**config.mk**
```make
export PLATFORM = sky130hd
export DESIGN_NAME = control_sequencer
export DESIGN_NICKNAME = d
export VERILOG_FILES = /design/src/rtl/cpu_ctrl_pkg.sv /design/src/rtl/ctrl_strobe_decode.sv /design/src/rtl/control_sequencer.sv
export SDC_FILE = /design/constraint.sdc
export NUM_CORES = 1
export LEC_CHECK = 0
export ABC_AREA = 1
export BUFFER_PORTS_ARGS = -buffer_cell sky130_fd_sc_hd__buf_2
export CAP_MARGIN = 15
export CORE_AREA = 5 5 65 52
export DETAILED_ROUTE_END_ITERATION = 16
export DIE_AREA = 0 0 70 57
export GPL_TIMING_DRIVEN = 0
export PLACE_DENSITY = 0.83
export SYNTH_ARGS = -nofsm -noshare
export SYNTH_HDL_FRONTEND = slang
export SYNTH_SLANG_ARGS = --single-unit
```
**constraint.sdc**
```tcl
create_clock -name clock -period 1.9 [get_ports clock]
set_input_delay 0.19 -clock clock [delete_from_list [all_inputs] [get_ports clock]]
set_output_delay 0.19 -clock clock [all_outputs]
set_load 0.01 [all_outputs]
```
**src/rtl/cpu_ctrl_pkg.sv**
```systemverilog
// cpu_ctrl_pkg
//   Shared definitions for the hardwired CPU control unit: the opcode map
//   (IR[31:27]), the step encoding, the strobe bundle type and two helpers
//   that describe instruction shape (last step, memory-wait steps).
package cpu_ctrl_pkg;

  localparam int OP_W         = 5;
  localparam int MEM_WAIT_MAX = 15;
  localparam int WAIT_CNT_W   = $clog2(MEM_WAIT_MAX + 1);

  localparam logic [OP_W-1:0] OP_LD   = 5'b00000;
  localparam logic [OP_W-1:0] OP_LDI  = 5'b00001;
  localparam logic [OP_W-1:0] OP_ST   = 5'b00010;
  localparam logic [OP_W-1:0] OP_ADD  = 5'b00011;
  localparam logic [OP_W-1:0] OP_SUB  = 5'b00100;
  localparam logic [OP_W-1:0] OP_SHR  = 5'b00101;
  localparam logic [OP_W-1:0] OP_SHL  = 5'b00110;
  localparam logic [OP_W-1:0] OP_ROR  = 5'b00111;
  localparam logic [OP_W-1:0] OP_ROL  = 5'b01000;
  localparam logic [OP_W-1:0] OP_AND  = 5'b01001;
  localparam logic [OP_W-1:0] OP_OR   = 5'b01010;
  localparam logic [OP_W-1:0] OP_ADDI = 5'b01011;
  localparam logic [OP_W-1:0] OP_ANDI = 5'b01100;
  localparam logic [OP_W-1:0] OP_ORI  = 5'b01101;
  localparam logic [OP_W-1:0] OP_MUL  = 5'b01110;
  localparam logic [OP_W-1:0] OP_DIV  = 5'b01111;
  localparam logic [OP_W-1:0] OP_NEG  = 5'b10000;
  localparam logic [OP_W-1:0] OP_NOT  = 5'b10001;
  localparam logic [OP_W-1:0] OP_BRZR = 5'b10010;
  localparam logic [OP_W-1:0] OP_JR   = 5'b10011;
  localparam logic [OP_W-1:0] OP_JAL  = 5'b10100;
  localparam logic [OP_W-1:0] OP_IN   = 5'b10101;
  localparam logic [OP_W-1:0] OP_OUT  = 5'b10110;
  localparam logic [OP_W-1:0] OP_MFHI = 5'b10111;
  localparam logic [OP_W-1:0] OP_MFLO = 5'b11000;
  localparam logic [OP_W-1:0] OP_NOP  = 5'b11001;
  localparam logic [OP_W-1:0] OP_HALT = 5'b11010;

  typedef enum logic [3:0] {
    S_T0   = 4'd0,
    S_T1   = 4'd1,
    S_T2   = 4'd2,
    S_T3   = 4'd3,
    S_T4   = 4'd4,
    S_T5   = 4'd5,
    S_T6   = 4'd6,
    S_T7   = 4'd7,
    S_HALT = 4'd8
  } step_t;

  typedef struct packed {
    logic gra, grb, grc, rin, rout, ba_out;
    logic pc_out, pc_in, inc_pc, mar_in, mdr_in, mdr_out, read, write, ir_in;
    logic y_in, z_in, zlow_out, zhigh_out, c_out, hi_in, lo_in, hi_out, lo_out;
    logic con_in, inport_out, outport_in, link_in;
  } ctrl_strobes_t;

  // Final step of each instruction; unknown opcodes finish with the fetch.
  function automatic step_t last_step(input logic [OP_W-1:0] op);
    case (op)
      OP_ADD, OP_SUB, OP_SHR, OP_SHL, OP_ROR, OP_ROL, OP_AND, OP_OR,
      OP_ADDI, OP_ANDI, OP_ORI, OP_LDI:  last_step = S_T5;
      OP_NEG, OP_NOT, OP_JAL:            last_step = S_T4;
      OP_MUL, OP_DIV, OP_BRZR:           last_step = S_T6;
      OP_LD, OP_ST:                      last_step = S_T7;
      OP_JR, OP_MFHI, OP_MFLO, OP_IN,
      OP_OUT:                            last_step = S_T3;
      default:                           last_step = S_T2;
    endcase
  endfunction

  // Steps that hold Read/Write until memory answers.
  function automatic logic is_wait_step(input step_t step, input logic [OP_W-1:0] op);
    is_wait_step = (step == S_T1) ||
                   ((step == S_T6) && (op == OP_LD)) ||
                   ((step == S_T7) && (op == OP_ST));
  endfunction

endpackage

```
**src/rtl/ctrl_strobe_decode.sv**
```systemverilog
// ctrl_strobe_decode
//   Purely combinational decode of (step, opcode, con_ff) into the datapath
//   strobe bundle and the ALU function code.
//   Ports: step_i    current sequencer step (HALT gives all-zero strobes)
//          opcode_i  IR[31:27]
//          con_ff_i  branch condition, drives PCin in brzr T6
//          strobes_o strobe bundle
//          alu_op_o  ALU function, nonzero only while Zin is asserted
module ctrl_strobe_decode
  import cpu_ctrl_pkg::*;
(
  input  step_t           step_i,
  input  logic [OP_W-1:0] opcode_i,
  input  logic            con_ff_i,
  output ctrl_strobes_t   strobes_o,
  output logic [OP_W-1:0] alu_op_o
);

  logic alu_add;  // Zin step computes an address/target, so force add

  always_comb begin
    strobes_o = '0;
    alu_add   = 1'b0;
    case (step_i)
      S_T0: begin strobes_o.pc_out = 1'b1; strobes_o.mar_in = 1'b1; strobes_o.inc_pc = 1'b1; end
      S_T1: begin strobes_o.read = 1'b1; strobes_o.mdr_in = 1'b1; end
      S_T2: begin strobes_o.mdr_out = 1'b1; strobes_o.ir_in = 1'b1; end
      S_HALT: ;
      default: begin
        case (opcode_i)
          OP_ADD, OP_SUB, OP_SHR, OP_SHL, OP_ROR, OP_ROL, OP_AND, OP_OR,
          OP_ADDI, OP_ANDI, OP_ORI: begin
            case (step_i)
              S_T3: begin strobes_o.grb = 1'b1; strobes_o.rout = 1'b1; strobes_o.y_in = 1'b1; end
              S_T4: begin
                // Register form reads Rc, immediate form takes C-sign-extended
                if (opcode_i inside {OP_ADDI, OP_ANDI, OP_ORI}) strobes_o.c_out = 1'b1;
                else begin strobes_o.grc = 1'b1; strobes_o.rout = 1'b1; end
                strobes_o.z_in = 1'b1;
              end
              S_T5: begin strobes_o.zlow_out = 1'b1; strobes_o.gra = 1'b1; strobes_o.rin = 1'b1; end
              default: ;
            endcase
          end
          OP_NEG, OP_NOT: begin
            case (step_i)
              S_T3: begin strobes_o.grb = 1'b1; strobes_o.rout = 1'b1; strobes_o.z_in = 1'b1; end
              S_T4: begin strobes_o.zlow_out = 1'b1; strobes_o.gra = 1'b1; strobes_o.rin = 1'b1; end
              default: ;
            endcase
          end
          OP_MUL, OP_DIV: begin
            case (step_i)
              S_T3: begin strobes_o.gra = 1'b1; strobes_o.rout = 1'b1; strobes_o.y_in = 1'b1; end
              S_T4: begin strobes_o.grb = 1'b1; strobes_o.rout = 1'b1; strobes_o.z_in = 1'b1; end
              S_T5: begin strobes_o.zlow_out = 1'b1; strobes_o.lo_in = 1'b1; end
              S_T6: begin strobes_o.zhigh_out = 1'b1; strobes_o.hi_in = 1'b1; end
              default: ;
            endcase
          end
          OP_LDI, OP_LD, OP_ST: begin
            case (step_i)
              S_T3: begin strobes_o.grb = 1'b1; strobes_o.ba_out = 1'b1; strobes_o.y_in = 1'b1; end
              S_T4: begin strobes_o.c_out = 1'b1; strobes_o.z_in = 1'b1; alu_add = 1'b1; end
              S_T5: begin
                strobes_o.zlow_out = 1'b1;
                if (opcode_i == OP_LDI) begin strobes_o.gra = 1'b1; strobes_o.rin = 1'b1; end
                else strobes_o.mar_in = 1'b1;
              end
              S_T6: begin
                if (opcode_i == OP_LD) begin strobes_o.read = 1'b1; strobes_o.mdr_in = 1'b1; end
                if (opcode_i == OP_ST) begin
                  strobes_o.gra = 1'b1; strobes_o.rout = 1'b1; strobes_o.mdr_in = 1'b1;
                end
              end
              S_T7: begin
                if (opcode_i == OP_LD) begin
                  strobes_o.mdr_out = 1'b1; strobes_o.gra = 1'b1; strobes_o.rin = 1'b1;
                end
                if (opcode_i == OP_ST) strobes_o.write = 1'b1;
              end
              default: ;
            endcase
          end
          OP_BRZR: begin
            case (step_i)
              S_T3: begin strobes_o.gra = 1'b1; strobes_o.rout = 1'b1; strobes_o.con_in = 1'b1; end
              S_T4: begin strobes_o.pc_out = 1'b1; strobes_o.y_in = 1'b1; end
              S_T5: begin strobes_o.c_out = 1'b1; strobes_o.z_in = 1'b1; alu_add = 1'b1; end
              S_T6: begin strobes_o.zlow_out = 1'b1; strobes_o.pc_in = con_ff_i; end
              default: ;
            endcase
          end
          OP_JR: if (step_i == S_T3) begin
            strobes_o.gra = 1'b1; strobes_o.rout = 1'b1; strobes_o.pc_in = 1'b1;
          end
          OP_JAL: begin
            case (step_i)
              S_T3: begin strobes_o.pc_out = 1'b1; strobes_o.link_in = 1'b1; end
              S_T4: begin strobes_o.gra = 1'b1; strobes_o.rout = 1'b1; strobes_o.pc_in = 1'b1; end
              default: ;
            endcase
          end
          OP_MFHI: if (step_i == S_T3) begin
            strobes_o.hi_out = 1'b1; strobes_o.gra = 1'b1; strobes_o.rin = 1'b1;
          end
          OP_MFLO: if (step_i == S_T3) begin
            strobes_o.lo_out = 1'b1; strobes_o.gra = 1'b1; strobes_o.rin = 1'b1;
          end
          OP_IN: if (step_i == S_T3) begin
            strobes_o.inport_out = 1'b1; strobes_o.gra = 1'b1; strobes_o.rin = 1'b1;
          end
          OP_OUT: if (step_i == S_T3) begin
            strobes_o.gra = 1'b1; strobes_o.rout = 1'b1; strobes_o.outport_in = 1'b1;
          end
          default: ;
        endcase
      end
    endcase
    alu_op_o = strobes_o.z_in ? (alu_add ? OP_ADD : opcode_i) : '0;
  end

endmodule

```
**src/rtl/control_sequencer.sv**
```systemverilog
// control_sequencer
//   Hardwired control unit: steps fetch (T0-T2) and execute (T3-T7) sequences,
//   stalls on memory wait steps, times out to HALT with a sticky mem_err, and
//   honours a stop request at the end of an instruction.
//   Ports: clock/reset (sync, active-high), opcode (IR[31:27]), con_ff,
//          mem_ready, stop; register-select, bus, memory and ALU strobes;
//          alu_op; run (0 in HALT); mem_err (sticky until reset).
module control_sequencer
  import cpu_ctrl_pkg::*;
(
  input  logic            clock,
  input  logic            reset,
  input  logic [OP_W-1:0] opcode,
  input  logic            con_ff,
  input  logic            mem_ready,
  input  logic            stop,
  output logic Gra, output logic Grb, output logic Grc,
  output logic Rin, output logic Rout, output logic BAout,
  output logic PCout, output logic PCin, output logic IncPC,
  output logic MARin, output logic MDRin, output logic MDRout,
  output logic Read, output logic Write, output logic IRin,
  output logic Yin, output logic Zin, output logic Zlowout,
  output logic Zhighout, output logic Cout, output logic HIin,
  output logic LOin, output logic HIout, output logic LOout,
  output logic CONin, output logic InPortout, output logic OutPortin,
  output logic link_in,
  output logic [OP_W-1:0] alu_op,
  output logic            run,
  output logic            mem_err
);

  step_t                 step_q, step_d;
  logic [WAIT_CNT_W-1:0] wait_cnt_q, wait_cnt_d;
  logic                  mem_err_q, mem_err_d;
  logic                  run_q;
  ctrl_strobes_t         strobes;

  always_ff @(posedge clock) begin
    if (reset) begin
      step_q     <= S_T0;
      wait_cnt_q <= '0;
      mem_err_q  <= 1'b0;
      run_q      <= 1'b1;
    end else begin
      step_q     <= step_d;
      wait_cnt_q <= wait_cnt_d;
      mem_err_q  <= mem_err_d;
      run_q      <= (step_d != S_HALT);
    end
  end

  // The counter only survives while stalled, so every entry into a wait step
  // starts from zero. The end-of-instruction decision in T2 looks at opcode,
  // so nop/halt/undefined codes must be on the opcode lines by then.
  always_comb begin
    step_d     = step_q;
    wait_cnt_d = '0;
    mem_err_d  = mem_err_q;
    if (step_q == S_HALT) begin
      step_d = S_HALT;
    end else if (is_wait_step(step_q, opcode) && !mem_ready) begin
      if (wait_cnt_q == WAIT_CNT_W'(MEM_WAIT_MAX - 1)) begin
        step_d    = S_HALT;
        mem_err_d = 1'b1;
      end else begin
        wait_cnt_d = wait_cnt_q + 1'b1;
      end
    end else if ((step_q == last_step(opcode)) || (step_q == S_T7)) begin
      step_d = (stop || (opcode == OP_HALT)) ? S_HALT : S_T0;
    end else begin
      step_d = step_t'(step_q + 4'd1);
    end
  end

  ctrl_strobe_decode u_decode (
    .step_i   (step_q),
    .opcode_i (opcode),
    .con_ff_i (con_ff),
    .strobes_o(strobes),
    .alu_op_o (alu_op)
  );

  assign Gra       = strobes.gra;
  assign Grb       = strobes.grb;
  assign Grc       = strobes.grc;
  assign Rin       = strobes.rin;
  assign Rout      = strobes.rout;
  assign BAout     = strobes.ba_out;
  assign PCout     = strobes.pc_out;
  assign PCin      = strobes.pc_in;
  assign IncPC     = strobes.inc_pc;
  assign MARin     = strobes.mar_in;
  assign MDRin     = strobes.mdr_in;
  assign MDRout    = strobes.mdr_out;
  assign Read      = strobes.read;
  assign Write     = strobes.write;
  assign IRin      = strobes.ir_in;
  assign Yin       = strobes.y_in;
  assign Zin       = strobes.z_in;
  assign Zlowout   = strobes.zlow_out;
  assign Zhighout  = strobes.zhigh_out;
  assign Cout      = strobes.c_out;
  assign HIin      = strobes.hi_in;
  assign LOin      = strobes.lo_in;
  assign HIout     = strobes.hi_out;
  assign LOout     = strobes.lo_out;
  assign CONin     = strobes.con_in;
  assign InPortout = strobes.inport_out;
  assign OutPortin = strobes.outport_in;
  assign link_in   = strobes.link_in;
  assign run       = run_q;
  assign mem_err   = mem_err_q;

endmodule

```
# ---- Yosys cells after proc, flatten, opt, wreduce, memory -nomap -nowiden
# Memory sizes are Yosys's and may differ from the RTL's.
# Cells that the tools add are included.
dict set report word_totals {
  reg_bits 10
  latch_bits 0
  ram_bits 0
  mem_bits_ro 96
  n_memories 1
}
# memory words width rd rd_clocked_by_memory_dff write_ports line
set mem_list {}
lappend mem_list {{(name not given)} 32 3 1 0 0 cpu_ctrl_pkg.sv:60} ;# case (op)
dict set report op_classes {
  add_sub_neg 2
  mul 0
  div 0
  order_cmp 0
  n_eq_ne 36
  shifts 0
  n_mux 66
  n_bitwise 2
  reduce_logical 28
}
# op n
set ops {}
lappend ops {{== test 5 bit (second input constant)} 10}
lappend ops {{== test 5 x 4 -> 1 bit (second input constant)} 8}
lappend ops {{2-to-1 mux 1 bit} 35}
lappend ops {{OR reduction 16 bit} 2}
lappend ops {{2-to-1 mux 4 bit} 7}
lappend ops {{case mux 1 bit (2 select lines)} 11}
lappend ops {{== test 5 x 3 -> 1 bit (second input constant)} 4}
lappend ops {{OR reduction 3 bit} 6}
lappend ops {{== test 4 x 3 -> 1 bit (second input constant)} 4}
lappend ops {{2-to-1 mux 5 bit} 3}
lappend ops {{2-to-1 mux 13 bit} 1}
lappend ops {{OR reduction 11 bit} 1}
lappend ops {{== test 5 x 2 -> 1 bit (second input constant)} 2}
lappend ops {{case mux 1 bit (3 select lines)} 3}
lappend ops {{adder 4 x 1 -> 4 bit (second input constant)} 2}
lappend ops {{== test 4 x 2 -> 1 bit (second input constant)} 2}
lappend ops {{== test 4 bit (second input constant)} 2}
lappend ops {{case mux 1 bit (4 select lines)} 2}
lappend ops {{OR reduction 4 bit} 2}
lappend ops {{OR reduction 8 bit} 1}
lappend ops {{2-to-1 mux 6 bit} 1}
lappend ops {{case mux 2 bit (3 select lines)} 1}
lappend ops {{OR reduction 2 bit} 3}
lappend ops {{== test 5 x 1 -> 1 bit (second input constant)} 1}
lappend ops {{14 further kinds} 20}

# ---- Depth between registers and ports, before layout
dict set report depth {
  ltp_word 13
  depth_mapped 16
  depth_no_buf 15
}

# ---- Hierarchy
# From an unflattened synthesis, not the netlist that was laid out.
dict set report hier_totals {
  hier_cells 259
  area_unflattened_um2 1435.1
}
# mod instances cells_per_inst area_per_inst_um2 seq_area_each_um2
set modules_own_cells {}
lappend modules_own_cells {control_sequencer 1 112 752.0 200.2}
lappend modules_own_cells {ctrl_strobe_decode 1 147 683.2 0.0}

# ---- Least setup slack after synthesis
# No wires, ideal clock.
dict set report synth_path {
  kind {flip-flop to output port}
  from {register step_q[0]}
  to {output port BAout}
  t_arrival_ps 1715
  slack_ps -5
  stages_incl_launch_ff 10
  path_cell_list {dfxtp_1 inv_1 ha_1 inv_1 nor2_1 inv_1 nand4_1 nor2_1 inv_1 nor4_1}
}
dict set report synth_between {
  elab_chain_cells 4
  word_cells_on_any_way 9
  cone_classes {eq/ne (4); mux (3); reduce/logical (2)}
}
# element line
set synth_lines {}
lappend synth_lines {{from (decl)} control_sequencer.sv:32} ;# step_t step_q, step_d;
lappend synth_lines {{from (signal assigned)} control_sequencer.sv:45} ;# step_q <= step_d;
lappend synth_lines {{== test 4 x 2 -> 1 bit} ctrl_strobe_decode.sv:62} ;# case (step_i)
lappend synth_lines {{2-to-1 mux 1 bit} ctrl_strobe_decode.sv:62}
lappend synth_lines {{2-to-1 mux 1 bit} ctrl_strobe_decode.sv:30} ;# case (opcode_i)
lappend synth_lines {{2-to-1 mux 6 bit *} ctrl_strobe_decode.sv:24} ;# case (step_i)
lappend synth_lines {{to (decl)} control_sequencer.sv:18} ;# output logic Rin, output logic Rout, output logic BAout,
# Mark *: on every way between the ends. The rest lies on a longest branch, timed or not.

# ---- Worst setup path in the final report
dict set report layout_path {
  from {register step_q[0]}
  to {output port alu_op[4]}
}
dict set report layout_between {
  elab_chain_cells 6
  word_cells_on_any_way 17
  cone_classes {eq/ne (6); mux (9); reduce/logical (2)}
}
# element line
set layout_lines {}
lappend layout_lines {{== test 4 x 3 -> 1 bit, on equally long branches} --}
lappend layout_lines {{2-to-1 mux 1 bit, on equally long branches} --}
lappend layout_lines {{case mux 1 bit (2 select lines)} ctrl_strobe_decode.sv:30}
lappend layout_lines {{2-to-1 mux 1 bit} ctrl_strobe_decode.sv:24}
lappend layout_lines {{2-to-1 mux 5 bit} ctrl_strobe_decode.sv:120} ;# alu_op_o = strobes_o.z_in ? (alu_add ? OP_ADD : opcode_i) : '0;
lappend layout_lines {{2-to-1 mux 5 bit *} ctrl_strobe_decode.sv:120}
lappend layout_lines {{to (decl)} control_sequencer.sv:27} ;# output logic [OP_W-1:0] alu_op,
# Marks and branches as above.

==> results.json <==
{
  "hold_buffers": 0,
  "synth_top_area_frac": 0.167,
  "cp_max_fo": 6,
  "maxCapViolations": 0,
  "final_area_mm2": 0.00197,
  "skew_ns": 0.00217,
  "synth.yosys.seq_area_share": 0.156,
  "synth-seq-cells": 10,
  "path_class": "register to primary output",
  "ir_worst_vdd_mv": 0.655,
  "cp-start-kind": "register",
  "slew_viol_final": 0,
  "die_w_um": 70,
  "grt_pass1_vias": 1661,
  "worstMarginPinSlew_ns": 0.424,
  "io_pins": 45,
  "die_area_mm2": 0.00399,
  "routedWlPerCell_um": 15.8,
  "final_nets": 314,
  "fillers": 214,
  "finalWirelength_um": 5290,
  "antenna_cells": 0,
  "worstPathRequired_ns": 1.71,
  "status": "complete, but fails checks",
  "grt_pass1_wl_um": 7160,
  "powerDensity_mw_per_mm2": 1010,
  "synthCells": 234,
  "power.static_leakage_nw": 1.02,
  "cts.clk_slew.worst_paths_ns": 0.07,
  "cts_tree": "done",
  "synth_area_per_cell_um2": 5.49,
  "drt-pass1-iter-count": 5,
  "post-synth-top-count-cell": "nand2_1",
  "synthTopCellsByCount": "57 x nand2_1, 39 x inv_1, 35 x nor2_1, 20 x nand3_1",
  "numPortBuffers": 41,
  "drive_above_1_share": 0.481,
  "crit_arrival_ns": 1.98,
  "h-tree-depth": 1,
  "violations": "negative setup slack",
  "fin_ws_ns": -0.269,
  "drc": 0,
  "cts-root-buf": "clkbuf_4",
  "grt_overflow_total": 0,
  "die_y_um": 57,
  "rows": 17,
  "final-hold-violation-count": 0,
  "yosysUniqueCellTypes": 30,
  "placed_cell_area_mm2": 0.00154,
  "synth-edff-count": 0,
  "synthesis.nets": 250,
  "initial_utilization": 0.464,
  "area_delta_synth_final_pct": 53.8,
  "period_share": 1.14,
  "end_kind": "primary output",
  "track_usage": 0.216,
  "finalCriticalPeriod_ns": 2.17,
  "coreArea_mm2": 0.00277,
  "yosys_warnings": 0,
  "place_ws_ns": -0.227,
  "vias": 1900,
  "antenna_found_initial": 0,
  "yosys.area.top_type": "nand2_1",
  "cts_buffers": 3,
  "drt-initial-drc-count": 258,
  "clock-sinks": 10,
  "clk_path_buf_depth": 2,
  "maxSlewHeadroom": 0.716,
  "ant_nets": 0,
  "synth_flop_cell": "dfxtp_1",
  "rsz0062_at_grt": "yes",
  "vias_per_cell": 5.67,
  "synthTopCellsByArea": "nand2_1 17%, dfxtp_1 16%, inv_1 11%",
  "synthesis.area_mm2": 0.00128,
  "grt_max_degree": 11,
  "setup_viol": 22,
  "ys_async_sr_fraction": 0,
  "hpwl_um": 2860,
  "hold_class": "input port to register",
  "place_congestion": 0.949,
  "clock_latency_ns": 0.27,
  "fmaxAchievable_mhz": 461
}
[final cells by class]
| class | instances | area [µm²] | share of cell area |
|---|---|---|---|
| multi-input combinational | 173 | 1090 | 0.553 |
| timing repair buffer | 59 | 358 | 0.181 |
| sequential | 10 | 209 | 0.106 |
| inverter | 45 | 186 | 0.0944 |
| tap | 38 | 47.5 | 0.0241 |
| buffer | 6 | 46.3 | 0.0234 |
| clock buffer | 4 | 36.3 | 0.0184 |
[what timing repair did]
action                     CTS  global route
resized for setup           47            43
setup endpoints to repair   22            29
setup buffers               12             6
pin swaps                    5            11
[critical path: stages (launching register included)]
cell,delay [ns]
dfxtp_4,0.41
buf_6,0.12
ha_4,0.14
inv_2,0.05
nor2_4,0.14
inv_2,0.07
nor2_1,0.08
inv_1,0.09
o221ai_2,0.10
nand2_4,0.12
nor3_2,0.21
buf_2,0.18
[path summary, 6_finish.rpt]
| check | from | to | slack, ns | depth (start not counted) |
|---|---|---|---|---|
| setup / recovery | step_q[0] | alu_op[4] | -0.27 | 11 |
| hold / removal | reset | step_q[0] | 0.18 | 2 |
| setup reg to reg | step_q[1] | run | -0.02 | 14 |
| hold reg to reg | mem_err | mem_err | 0.47 | 2 |
[flip-flops by register name, summed over array words and instances (netlist names)]
signal	flops
step_q	4
wait_cnt_q	4
mem_err	1
run	1
[layer usage]
metal	vias up	wire length [µm]	track usage
met4	0	226	0.0628
met3	30	589	0.0563
met5	-	0	0
met1	840	2140	0.293
li1	873	-	-
met2	157	2330	0.341
[power by group]
group          total, W  internal, W  switching [W]
clock          0.000193     0.000117      0.0000765
sequential     0.000322     0.000259      0.0000632
combinational   0.00147     0.000589       0.000884
[through the flow]
stage | setup TNS [ns] | total power, W | cells | utilization | hold WS, ns
6_report | -2.48 | 0.00199 | 335 | 0.714 | 0.176
5_1_grt | -4.82 | 0.00210 | 335 | 0.714 | 0.171
4_1_cts | -0.747 | 0.00165 | 329 | 0.652 | 0.149
3_5_place_dp | -1.54 | 0.00114 | 313 | 0.558 | 0.442
3_3_place_gp | -1.81 | 0.00114 | 313 | 0.558 | 0.436
2_1_floorplan | 0 | 0.000894 | 234 | - | 0.258
[cells by family (layout without fill, tap and decap cells)]
family | Yosys count | after routing | synth area share
AOI/OAI and AO/OA | 32 | 32 | 0.151
xor gates and xnor gates | 4 | 4 | 0.0273
adders and majority gates | 6 | 6 | 0.0585
buffers and inverters | 51 | 114 | 0.163
DFF | 10 | 10 | 0.156
and+or+nand+nor | 131 | 131 | 0.444
[cell usage in the layout (no fill, tap or decap), types with 2 or more instances in the layout]
master    Yosys  final
nand3_2       1      3
nor2_2        3     11
dfxtp_1      10      7
o21ai_0       9      6
inv_1        39     24
nand4_1       4      4
nor3_2        2      3
nor2_1       35     20
o211a_1       2      2
o21ai_2       0      2
inv_4         0      3
nand2_2       2      8
o21ai_1       2      3
ha_1          6      2
inv_6         0      2
buf_4         4     19
a21oi_1      10      6
ha_4          0      3
nor3_1        5      3
a31oi_1       2      2
o22ai_1       2      2
buf_2         2     41
dfxtp_4       0      2
nand2_1      57     49
nand2_4       0      2
nand3_1      20     18
nor2_4        0      7
buf_6         0      5
inv_2         5     15
a21oi_2       2      6
clkbuf_4      0      3
xor2_1        3      3
No activity file was read; power rests on OpenSTA's default activity.
